`src/rtl/ai_pilot_pkg.sv`:
```
// dino_ai_pkg: shared definitions for the Dino autopilot.
//   - 3-bit FSM state encoding (localparams plus matching enum type)
//   - CNT_W: width of the hold/delay down-counters
//   - pos_w(): x-position width after dropping CONV LSBs
package dino_ai_pkg;

  localparam int CNT_W = 8;

  localparam logic [2:0] S_RUN        = 3'd0;
  localparam logic [2:0] S_JUMP       = 3'd1;
  localparam logic [2:0] S_DUCK       = 3'd2;
  localparam logic [2:0] S_CRASH_WAIT = 3'd3;
  localparam logic [2:0] S_RESTART    = 3'd4;

  typedef enum logic [2:0] {
    ST_RUN        = S_RUN,
    ST_JUMP       = S_JUMP,
    ST_DUCK       = S_DUCK,
    ST_CRASH_WAIT = S_CRASH_WAIT,
    ST_RESTART    = S_RESTART
  } ai_state_e;

  function automatic int pos_w(input int conv);
    return 10 - conv;
  endfunction

endpackage

```
`src/rtl/ai_pilot_if.sv`:
```
// ai_pilot_if: bundle between gamepad/game FSM and the autopilot.
//   master : game side (drives gamepad, obstacles, crash/frozen; reads buttons)
//   slave  : ai_pilot (reads inputs; drives buttons, ai_active[, crash_count])
//   crash_count exists only when AI_STATS_EN is defined.
interface ai_pilot_if #(
  parameter int NUM_OBS = 2,
  parameter int POS_W   = 10
);
  logic                     gamepad_is_present;
  logic                     gamepad_start;
  logic                     gamepad_up;
  logic                     gamepad_down;
  logic [NUM_OBS*POS_W-1:0] obstacle_pos;
  logic [NUM_OBS-1:0]       obstacle_is_bird;
  logic                     crash;
  logic                     game_frozen;
  logic                     button_start;
  logic                     button_up;
  logic                     button_down;
  logic                     ai_active;
`ifdef AI_STATS_EN
  logic [7:0]               crash_count;

  modport master (
    output gamepad_is_present, gamepad_start, gamepad_up, gamepad_down,
    output obstacle_pos, obstacle_is_bird, crash, game_frozen,
    input  button_start, button_up, button_down, ai_active, crash_count
  );
  modport slave (
    input  gamepad_is_present, gamepad_start, gamepad_up, gamepad_down,
    input  obstacle_pos, obstacle_is_bird, crash, game_frozen,
    output button_start, button_up, button_down, ai_active, crash_count
  );
`else
  modport master (
    output gamepad_is_present, gamepad_start, gamepad_up, gamepad_down,
    output obstacle_pos, obstacle_is_bird, crash, game_frozen,
    input  button_start, button_up, button_down, ai_active
  );
  modport slave (
    input  gamepad_is_present, gamepad_start, gamepad_up, gamepad_down,
    input  obstacle_pos, obstacle_is_bird, crash, game_frozen,
    output button_start, button_up, button_down, ai_active
  );
`endif
endinterface

```
`src/rtl/ai_pilot_nearest_obstacle.sv`:
```
// ai_nearest_obstacle: combinational pick of the nearest valid obstacle.
//   in : obstacle_pos (NUM_OBS packed POS_W fields), obstacle_is_bird
//   out: target_valid, target_pos, target_is_bird
// A channel is valid when PLAYER_OFFSET < pos < GEN_LINE. Ties on pos go
// to the lowest index, except that a ground obstacle beats a bird.
module ai_nearest_obstacle #(
  parameter int NUM_OBS       = 2,
  parameter int POS_W         = 10,
  parameter int PLAYER_OFFSET = 6,
  parameter int GEN_LINE      = 250
) (
  input  logic [NUM_OBS*POS_W-1:0] obstacle_pos,
  input  logic [NUM_OBS-1:0]       obstacle_is_bird,
  output logic                     target_valid,
  output logic [POS_W-1:0]         target_pos,
  output logic                     target_is_bird
);

  localparam logic [POS_W-1:0] OFF_P = POS_W'(PLAYER_OFFSET);
  localparam logic [POS_W-1:0] GEN_P = POS_W'(GEN_LINE);

  logic [POS_W-1:0] p;
  logic             b;

  always_comb begin
    target_valid   = 1'b0;
    target_pos     = '0;
    target_is_bird = 1'b0;
    p              = '0;
    b              = 1'b0;
    for (int i = 0; i < NUM_OBS; i++) begin
      p = obstacle_pos[i*POS_W +: POS_W];
      b = obstacle_is_bird[i];
      if (p > OFF_P && p < GEN_P) begin
        // strict '<' keeps the lower index on a tie; ground displaces a bird
        if (!target_valid || p < target_pos ||
            (p == target_pos && target_is_bird && !b)) begin
          target_valid   = 1'b1;
          target_pos     = p;
          target_is_bird = b;
        end
      end
    end
  end

endmodule

```
`src/rtl/ai_pilot.sv`:
```
// ai_pilot: autonomous Dino player with gamepad pass-through.
//   clk, rst     : clock, asynchronous active-high reset
//   bus (slave)  : gamepad buttons, obstacle positions/types, crash and
//                  game_frozen in; registered button_start/up/down and
//                  ai_active out. With AI_STATS_EN defined, bus also carries
//                  crash_count, a saturating count of crash-caused entries
//                  into CRASH_WAIT (cleared by rst only).
//
// state      | meaning
// RUN        | no buttons; watch for crash/frozen, jump or duck target
// JUMP       | button_up held for JUMP_HOLD cycles
// DUCK       | button_down while a bird target stays within DUCK_THRESH
// CRASH_WAIT | idle RESTART_DELAY cycles, crash/frozen ignored
// RESTART    | button_start for START_PULSE cycles, then RUN or retry
module ai_pilot
  import dino_ai_pkg::*;
#(
  parameter int CONV          = 0,
  parameter int NUM_OBS       = 2,
  parameter int PLAYER_OFFSET = 6,
  parameter int GEN_LINE      = 250,
  parameter int JUMP_THRESH   = 30,
  parameter int DUCK_THRESH   = 40,
  parameter int JUMP_HOLD     = 8,
  parameter int RESTART_DELAY = 60,
  parameter int START_PULSE   = 4
) (
  input  logic    clk,
  input  logic    rst,
  ai_pilot_if.slave bus
);

  localparam int               POS_W  = pos_w(CONV);
  localparam logic [POS_W-1:0] JUMP_P = POS_W'(JUMP_THRESH);
  localparam logic [POS_W-1:0] DUCK_P = POS_W'(DUCK_THRESH);
  localparam logic [CNT_W-1:0] HOLD_C = CNT_W'(JUMP_HOLD);
  localparam logic [CNT_W-1:0] DLY_C  = CNT_W'(RESTART_DELAY);
  localparam logic [CNT_W-1:0] PUL_C  = CNT_W'(START_PULSE);

  ai_state_e        state_q, state_d;
  logic [CNT_W-1:0] cnt_q, cnt_d;
  logic             start_d, up_d, down_d, ai_d;
  logic             tgt_valid, tgt_bird;
  logic [POS_W-1:0] tgt_pos;
  logic             jump_hit, duck_hit;

  ai_nearest_obstacle #(
    .NUM_OBS      (NUM_OBS),
    .POS_W        (POS_W),
    .PLAYER_OFFSET(PLAYER_OFFSET),
    .GEN_LINE     (GEN_LINE)
  ) u_nearest (
    .obstacle_pos    (bus.obstacle_pos),
    .obstacle_is_bird(bus.obstacle_is_bird),
    .target_valid    (tgt_valid),
    .target_pos      (tgt_pos),
    .target_is_bird  (tgt_bird)
  );

  assign jump_hit = tgt_valid && !tgt_bird && (tgt_pos <= JUMP_P);
  assign duck_hit = tgt_valid &&  tgt_bird && (tgt_pos <= DUCK_P);

  always_comb begin
    state_d = state_q;
    cnt_d   = cnt_q;
    start_d = 1'b0;
    up_d    = 1'b0;
    down_d  = 1'b0;
    ai_d    = 1'b1;
    if (bus.gamepad_is_present) begin
      state_d = ST_RUN;
      cnt_d   = '0;
      start_d = bus.gamepad_start;
      up_d    = bus.gamepad_up;
      down_d  = bus.gamepad_down;
      ai_d    = 1'b0;
    end else begin
      unique case (state_q)
        ST_RUN: begin
          if (bus.crash || bus.game_frozen) begin
            state_d = ST_CRASH_WAIT;
            cnt_d   = DLY_C;
          end else if (jump_hit) begin
            state_d = ST_JUMP;
            cnt_d   = HOLD_C;
          end else if (duck_hit) begin
            state_d = ST_DUCK;
          end
        end
        ST_JUMP: begin
          if (bus.crash) begin
            state_d = ST_CRASH_WAIT;
            cnt_d   = DLY_C;
          end else if (cnt_q <= 8'd1) begin
            state_d = ST_RUN;
            cnt_d   = '0;
          end else begin
            cnt_d = cnt_q - 8'd1;
          end
        end
        ST_DUCK: begin
          if (bus.crash) begin
            state_d = ST_CRASH_WAIT;
            cnt_d   = DLY_C;
          end else if (duck_hit) begin
            state_d = ST_DUCK;
          end else if (jump_hit) begin
            state_d = ST_JUMP;
            cnt_d   = HOLD_C;
          end else begin
            state_d = ST_RUN;
          end
        end
        ST_CRASH_WAIT: begin
          if (cnt_q <= 8'd1) begin
            state_d = ST_RESTART;
            cnt_d   = PUL_C;
          end else begin
            cnt_d = cnt_q - 8'd1;
          end
        end
        ST_RESTART: begin
          if (cnt_q > 8'd1) begin
            cnt_d = cnt_q - 8'd1;
          end else if (bus.crash || bus.game_frozen) begin
            // game still not running: wait and press start again
            state_d = ST_CRASH_WAIT;
            cnt_d   = DLY_C;
          end else begin
            state_d = ST_RUN;
            cnt_d   = '0;
          end
        end
        default: begin
          state_d = ST_RUN;
          cnt_d   = '0;
        end
      endcase
      // buttons follow the state being entered so they are registered with it
      start_d = (state_d == ST_RESTART);
      up_d    = (state_d == ST_JUMP);
      down_d  = (state_d == ST_DUCK);
    end
  end

  always_ff @(posedge clk or posedge rst) begin
    if (rst) begin
      state_q          <= ST_RUN;
      cnt_q            <= '0;
      bus.button_start <= 1'b0;
      bus.button_up    <= 1'b0;
      bus.button_down  <= 1'b0;
      bus.ai_active    <= 1'b0;
    end else begin
      state_q          <= state_d;
      cnt_q            <= cnt_d;
      bus.button_start <= start_d;
      bus.button_up    <= up_d;
      bus.button_down  <= down_d;
      bus.ai_active    <= ai_d;
    end
  end

`ifdef AI_STATS_EN
  logic crash_inc;

  // only crash (not game_frozen) out of an active-play state counts
  assign crash_inc = !bus.gamepad_is_present && bus.crash &&
                     (state_q == ST_RUN || state_q == ST_JUMP || state_q == ST_DUCK) &&
                     (state_d == ST_CRASH_WAIT);

  always_ff @(posedge clk or posedge rst) begin
    if (rst) begin
      bus.crash_count <= '0;
    end else if (crash_inc && bus.crash_count != 8'hFF) begin
      bus.crash_count <= bus.crash_count + 8'd1;
    end
  end
`endif

endmodule

```
`src/flat_wrapper.sv`:
```
// flat-port wrapper written by rule: the top's interface ports become plain ports
module ai_pilot_flat import dino_ai_pkg::*;
#(
  parameter int CONV          = 0,
  parameter int NUM_OBS       = 2,
  parameter int PLAYER_OFFSET = 6,
  parameter int GEN_LINE      = 250,
  parameter int JUMP_THRESH   = 30,
  parameter int DUCK_THRESH   = 40,
  parameter int JUMP_HOLD     = 8,
  parameter int RESTART_DELAY = 60,
  parameter int START_PULSE   = 4
)
  (clk, rst, bus_gamepad_is_present, bus_gamepad_start, bus_gamepad_up, bus_gamepad_down, bus_obstacle_pos, bus_obstacle_is_bird, bus_crash, bus_game_frozen, bus_button_start, bus_button_up, bus_button_down, bus_ai_active);
  ai_pilot_if #(.NUM_OBS(NUM_OBS), .POS_W(10)) bus_i ();
  input  logic clk;
  input  logic rst;
  input wire logic [$bits(bus_i.gamepad_is_present)-1:0] bus_gamepad_is_present;
  input wire logic [$bits(bus_i.gamepad_start)-1:0] bus_gamepad_start;
  input wire logic [$bits(bus_i.gamepad_up)-1:0] bus_gamepad_up;
  input wire logic [$bits(bus_i.gamepad_down)-1:0] bus_gamepad_down;
  input wire logic [$bits(bus_i.obstacle_pos)-1:0] bus_obstacle_pos;
  input wire logic [$bits(bus_i.obstacle_is_bird)-1:0] bus_obstacle_is_bird;
  input wire logic [$bits(bus_i.crash)-1:0] bus_crash;
  input wire logic [$bits(bus_i.game_frozen)-1:0] bus_game_frozen;
  output wire logic [$bits(bus_i.button_start)-1:0] bus_button_start;
  output wire logic [$bits(bus_i.button_up)-1:0] bus_button_up;
  output wire logic [$bits(bus_i.button_down)-1:0] bus_button_down;
  output wire logic [$bits(bus_i.ai_active)-1:0] bus_ai_active;
  assign bus_i.gamepad_is_present = bus_gamepad_is_present;
  assign bus_i.gamepad_start = bus_gamepad_start;
  assign bus_i.gamepad_up = bus_gamepad_up;
  assign bus_i.gamepad_down = bus_gamepad_down;
  assign bus_i.obstacle_pos = bus_obstacle_pos;
  assign bus_i.obstacle_is_bird = bus_obstacle_is_bird;
  assign bus_i.crash = bus_crash;
  assign bus_i.game_frozen = bus_game_frozen;
  assign bus_button_start = bus_i.button_start;
  assign bus_button_up = bus_i.button_up;
  assign bus_button_down = bus_i.button_down;
  assign bus_ai_active = bus_i.ai_active;
  ai_pilot #(.CONV(CONV), .NUM_OBS(NUM_OBS), .PLAYER_OFFSET(PLAYER_OFFSET), .GEN_LINE(GEN_LINE), .JUMP_THRESH(JUMP_THRESH), .DUCK_THRESH(DUCK_THRESH), .JUMP_HOLD(JUMP_HOLD), .RESTART_DELAY(RESTART_DELAY), .START_PULSE(START_PULSE)) u_core (.clk(clk), .rst(rst), .bus(bus_i));
endmodule
```
`config.mk`:
```
export PLATFORM = sky130hd
export DESIGN_NAME = ai_pilot_flat
export DESIGN_NICKNAME = d
export VERILOG_FILES = /design/src/rtl/ai_pilot_pkg.sv /design/src/rtl/ai_pilot_if.sv /design/src/rtl/ai_pilot_nearest_obstacle.sv /design/src/rtl/ai_pilot.sv /design/src/flat_wrapper.sv
export SDC_FILE = /design/constraint.sdc
export NUM_CORES = 1
export LEC_CHECK = 0
export CELL_PAD_IN_SITES_DETAIL_PLACEMENT = 1
export CELL_PAD_IN_SITES_GLOBAL_PLACEMENT = 2
export CORE_MARGIN = 3
export CORE_UTILIZATION = 30
export CTS_CLUSTER_SIZE = 28
export DETAILED_ROUTE_END_ITERATION = 16
export HOLD_SLACK_MARGIN = 0.08
export PLACE_DENSITY = 0.9
export SYNTH_ARGS = -nofsm -noshare
export SYNTH_HDL_FRONTEND = slang
export SYNTH_HIERARCHICAL = 1
export SYNTH_SLANG_ARGS = --single-unit
```
`constraint.sdc`:
```
create_clock -name clk -period 3 [get_ports clk]
set_input_delay 0.6 -clock clk [delete_from_list [all_inputs] [get_ports clk]]
set_output_delay 0.6 -clock clk [all_outputs]
set_load 0.05 [all_outputs]
```
; ---- Yosys cells after proc, flatten, opt, wreduce, memory -nomap -nowiden
; Cells that the tools add are included.
[totals]
inputBits = 30
output_inout_bits = 4
elab_cells = 78
reg_bits = 15
[op_classes]
mux = 38
order_cmp = 9
addsub = 1
reduce_logical = 15
eq_ne = 9
[ops]
columns = cell, n
row1 = $mux 8, 9
row2 = $pmux 8 s5, 1
row3 = $mux 3, 11
row4 = $mux 10, 3
row5 = $gt 10x3->1 const B, 2
row6 = $lt 10x8->1 const B, 2
row7 = $pmux 3 s5, 1
row8 = $mux 1, 11
row9 = $eq 10x10->1, 1
row10 = $le 10x5->1 const B, 1
row11 = $le 10x6->1 const B, 1
row12 = $lt 10x10->1, 1
row13 = $eq 3x2->1 const B, 3
row14 = $gt 8x1->1 const B, 1
row15 = $le 8x1->1 const B, 1
row16 = $logic_and 1x1->1, 8
row17 = $sub 8x1->8 const B, 1
row18 = $eq 3x1->1 const B, 2
row19 = $eq 3x3->1 const B, 2
row20 = $mux 6, 1
row21 = $ne 4x4->1 const B, 1
row22 = $logic_not 1->1, 3
row23 = $logic_not 3->1, 1
row24 = $logic_or 1x1->1, 3
row25 = $mux 2, 1

; ---- Longest topological paths before layout
[depth]
word_depth = 19
depth_mapped = 17
depth_no_buf = 15

; ---- By module
; Netlist, hierarchy kept.
[modules_own_cells]
columns = mod, instances, cells_each, area_each_um2, seq_area_each_um2
row1 = ai_pilot, 1, 122, 1031.0, 375.4
row2 = ai_nearest_obstacle, 1, 67, 543.0, 0.0

; ---- Least setup slack after synthesis
; Ideal clock, no wire load.
[synth_path]
kind = input to register
start = input bus_obstacle_pos[6]
end = register u_core.cnt_q[2]
path_buffers = 2
setup_time_ps = 122
arrival_time_ps = 4493
required_time_ps = 2878
setup_slack_ps = -1615
stages = 17
path_cell_list = or4_1 a311o_1 nor2b_4 buf_6 and2_1 ha_1 nand4b_1 nor3_1 or3b_2 o21ba_2 buf_4 a22o_1 or3b_2 nor3_1 and3_1 a41oi_1 a32o_1
[synth_via]
elab_cells_between_ends = 33
classes_between = order compare: 5 / eq/ne: 2 / mux: 15 / reduce/logical: 11
[synth_lines]
columns = element, line
row1 = from (decl), flat_wrapper.sv:22  ; input wire logic [$bits(bus_i.obstacle_pos)-1:0] bus_obstacle_pos;
row2 = branches (longest 8 deep; another with $gt 10x3->1), -
row3 = $mux 10 (*), ai_pilot_nearest_obstacle.sv:34  ; if (p > OFF_P && p < GEN_P) begin
row4 = named net u_core.tgt_pos[7], ai_pilot.sv:44  ; logic [POS_W-1:0] tgt_pos;
row5 = $le 10x5->1, ai_pilot.sv:60  ; assign jump_hit = tgt_valid && !tgt_bird && (tgt_pos <= JUMP_P);
row6 = $logic_and 1x1->1, ai_pilot.sv:60
row7 = $mux 8 (3 in series), -
row8 = $pmux 8 s5, -
row9 = $mux 8, -
row10 = to (signal assigned), ai_pilot.sv:156  ; cnt_q <= cnt_d;
row11 = to (decl), ai_pilot.sv:41  ; logic [CNT_W-1:0] cnt_q, cnt_d;
; Mark *: on every way through the listed nets, which the timed path passes. The select of a mux whose other input is x is not followed.
; A chain may end at the register's enable or synchronous reset.

; ---- Worst setup path in the final report
[layout_path]
start = input bus_obstacle_pos[4]
end = register u_core.bus.button_up
[layout_via]
elab_cells_between_ends = 36
classes_between = order compare: 5 / eq/ne: 2 / mux: 18 / reduce/logical: 11
[layout_lines]
columns = element, line
row1 = branches (longest 8 deep; another with $gt 10x3->1), -
row2 = $mux 10 (*), ai_pilot_nearest_obstacle.sv:34
row3 = named net u_core.tgt_pos[4], ai_pilot.sv:44
row4 = $le 10x5->1 / $le 10x6->1 (equally long branches), "ai_pilot.sv:60, ai_pilot.sv:61"
row5 = $logic_and 1x1->1 (on tied branches), "ai_pilot.sv:60, ai_pilot.sv:61"
row6 = $mux 1 / $mux 3 (equally long branches), "ai_pilot.sv:107, ai_pilot.sv:86"
row7 = $mux 3 (on tied branches), "ai_pilot.sv:105, ai_pilot.sv:83"
row8 = $mux 3 (on tied branches), "ai_pilot.sv:102, ai_pilot.sv:80"
row9 = $pmux 3 s5 (*), ai_pilot.sv:78  ; unique case (state_q)
row10 = $mux 3 (*), ai_pilot.sv:70  ; if (bus.gamepad_is_present) begin
row11 = $eq 3x1->1 (*), ai_pilot.sv:141  ; up_d = (state_d == ST_JUMP);
row12 = $mux 1 (*), ai_pilot.sv:70
row13 = named net u_core.up_d, ai_pilot.sv:42  ; logic start_d, up_d, down_d, ai_d;
row14 = to (signal assigned), ai_pilot.sv:158  ; bus.button_up <= up_d;
row15 = to (decl), ai_pilot_if.sv:43  ; output button_start, button_up, button_down, ai_active
; Marked as above.

==> impl_metrics.yaml <==
status:
  outcome: "finished, violations left"
  violations: "setup timing"
worst_hold_path:
  hp-class: "flip-flop to flip-flop"
  min_path_cells: 2
clocking:
  root_buffer: "clkbuf_8"
  numCtsBuffers: 3
  htree_levels: 1
  clock_latency_ns: 0.25
  ctsLongestPathBuffers: 2
  clk_pin_slew_ns: 0.06
  clkSinkCount: 15
  cts_tree: "built"
routing:
  wire_per_inst_um: 17.80
  via_per_inst: 5.497
  num_vias: 1770
  dr.pass1.iters: 4
  drc_errors: 0
  routed_wl_mm: 5.732
  drt_iter0_markers: 67
  antenna_left: 0
synthesis:
  synthDistinctLibCells: 56
  yosysSeqAreaShare_pct: 23.85
  synth_area_um2: 1574
  yosys_register_bits: 15
  synth-edff-count: 0
  synth_async_sr_flop_share_pct: 100.0
  avgSynthCellArea_um2: 8.328
  synth_ff_type: "dfrtp_1"
  ys_warn_count: 6
  synth_cells: 189
placement:
  pre_cts_ws_ns: -1.837
  dp_hpwl_mm: 4.285
  place_area_um2: 2278
  globalplace.congestion: 0.8010
  port_buffers: 33
final_layout:
  final_layout_size_suffix_gt1_share_pct: 37.25
  nNetsFinal: 298
  areaGrowthSynthToFinish_pct: 61.37
  postLayoutCellArea_um2: 2540
  layout_commonest_cell: "buf_4"
  final_cell_mix: "buf_4 (31), clkdlybuf4s50_1 (26), nor2_1 (15), dfrtp_1 (15), nand2_1 (10)"
  fin_util_pct: 52.05
  num_antenna_cells: 0
global_route:
  grt_max_degree: 16
  grt_use_total_pct: 18.84
  grt_pass1_wl_mm: 9.156
  overflow: 0
  antenna_found_initial: 0
  grt_pass1_vias: 1956
die:
  ios: 34
  start_util_pct: 32.26
  die_y_um: 78.44
  core_um2: 4880
  die_w_um: 78.44
  die_area_um2: 6152
  std_cell_rows: 25
timing:
  finalCritPeriodShare_pct: 140.7
  max_freq_mhz: 236.9
  skew_ns: 0.003489
  tightest_slew_ns: 0.7131
  drv_slew: 0
  max-slew-margin-rel_pct: 52.36
  final-hold-violation-count: 0
  period_needed_ns: 4.222
  setup-tns-final_ns: -13.85
  holdWs_ns: 0.5673
  setup_viol: 12
  rsz0062_at_grt: "true"
  layout_setup_ws_ns: -1.222
power:
  p_leak_uw: 0.001034
  ir_worst_vdd_uv: 169.4
  power.density_nw_per_um2: 335.0
critical_path:
  cp_max_fo: 7
  end_kind: "flip-flop"
  crit_type: "primary input to flip-flop"
  cp.required_ns: 3.14
  rr_worst_depth: 5
  start_kind: "primary input"
  arrival_ns: 4.36
job:
  cap_violations: 0
flip-flops by register name, indices dropped and copies added, names as in the netlist:
name and cells:
u_core/bus.button_up 1, u_core/bus.ai_active 1, u_core/bus.button_down 1, u_core/state_q 3, u_core/cnt_q 8, u_core/bus.button_start 1
critical path, stage by stage:
cell and delay, ns:
clkdlybuf4s15_1 0.19, or4_4 0.41, a311o_1 0.37, nor2b_4 0.17, nand2_2 0.11, ha_4 0.20, nand4_1 0.18, nor3_2 0.09
or3b_4 0.43, buf_4 0.16, o2bb2ai_4 0.18, buf_12 0.13, a22o_1 0.15, and3_4 0.18, nand3_2 0.10, and3_4 0.19
a22o_2 0.25, a32o_1 0.25
per-stage QoR:
step	instances	total power, uW
after floorplan	191	487.7
after global placement	310	628.9
after detailed placement	310	637.3
after CTS	321	838.4
after global routing	322	902.1
final	322	850.9
cell usage after synthesis (all sizes together), types with 4 or more instances:
| cell type | instances | area [um^2] |
|---|---|---|
| a211oi | 4 | 30.03 |
| a21oi | 11 | 55.05 |
| a22o | 10 | 88.84 |
| buf | 8 | 57.55 |
| dfrtp | 15 | 375.4 |
| ha | 12 | 150.1 |
| inv | 8 | 30.03 |
| nand2 | 16 | 60.06 |
| nand2b | 4 | 25.02 |
| nand3 | 5 | 25.02 |
| nand4 | 4 | 25.02 |
| nor2 | 15 | 56.30 |
| nor3 | 8 | 45.04 |
| o21ai | 12 | 63.81 |
| or4 | 4 | 33.78 |
area by class of cell:
cell class | count | area (um^2)
clock buffer | 4 | 45.04
fill | 573 | 2340
inverter | 8 | 30.03
multi-input combinational | 159 | 1370
sequential | 15 | 375.4
tap | 67 | 83.83
timing repair buffer | 69 | 635.6
what timing repair did:
action                                  in CTS  in global routing
hold buffers                                 0                  0
endpoints found under the hold margin        0                  0
resized for setup                           40                 13
endpoints found under the setup margin      12                 12
setup buffers                                7                  1
cloned                                       1                  0
pin swaps                                   28                  8
power by group:
group / internal [uW] / switching [uW]
logic: 207 / 222
registers: 224 / 29.4
clock network: 94.2 / 74.2
total: 525 / 326
per-layer routing:
| metal | up-vias | wire length [um] | part of all wire, % | track usage (%) |
|---|---|---|---|---|
| li1 | 846 | - | - | - |
| met1 | 871 | 2345 | 41 | 20.86 |
| met2 | 47 | 3106 | 54 | 37.76 |
| met3 | 6 | 218 | 3.8 | 2.179 |
| met4 | 0 | 61 | 1.1 | 4.196 |
| met5 | - | 0 | 0 | 0 |
cells by family (layout without fill, tap and decap cells):
| group | Yosys count | after routing | synth area share, % |
|---|---|---|---|
| compound gates | 64 | 64 | 31.96 |
| buf+inv | 18 | 81 | 6.041 |
| simple gates | 76 | 77 | 26.95 |
| flops | 15 | 15 | 23.85 |
| other cells | 2 | 4 | 0.4771 |
| xor+xnor | 1 | 1 | 0.5565 |
| mux | 1 | 1 | 0.6360 |
| fa+ha+maj | 12 | 12 | 9.539 |
path summary, 6_finish.rpt:
path | startpoint | to | slack, ns
min | u_core/cnt_q[6]$_DFFE_PP0P_ | u_core/cnt_q[6]$_DFFE_PP0P_ | 0.57
max reg2reg | u_core/cnt_q[5]$_DFFE_PP0P_ | u_core/bus.button_up$_DFF_PP0_ | 0.69
min in group asynchronous | rst | u_core/bus.button_up$_DFF_PP0_ | 0.74
max | bus_obstacle_pos[4] | u_core/bus.button_up$_DFF_PP0_ | -1.22
max in group asynchronous | rst | u_core/cnt_q[0]$_DFFE_PP0P_ | 1.83
min reg2reg | u_core/cnt_q[6]$_DFFE_PP0P_ | u_core/cnt_q[6]$_DFFE_PP0P_ | 0.57
No activity file was read; power rests on OpenSTA's default activity.
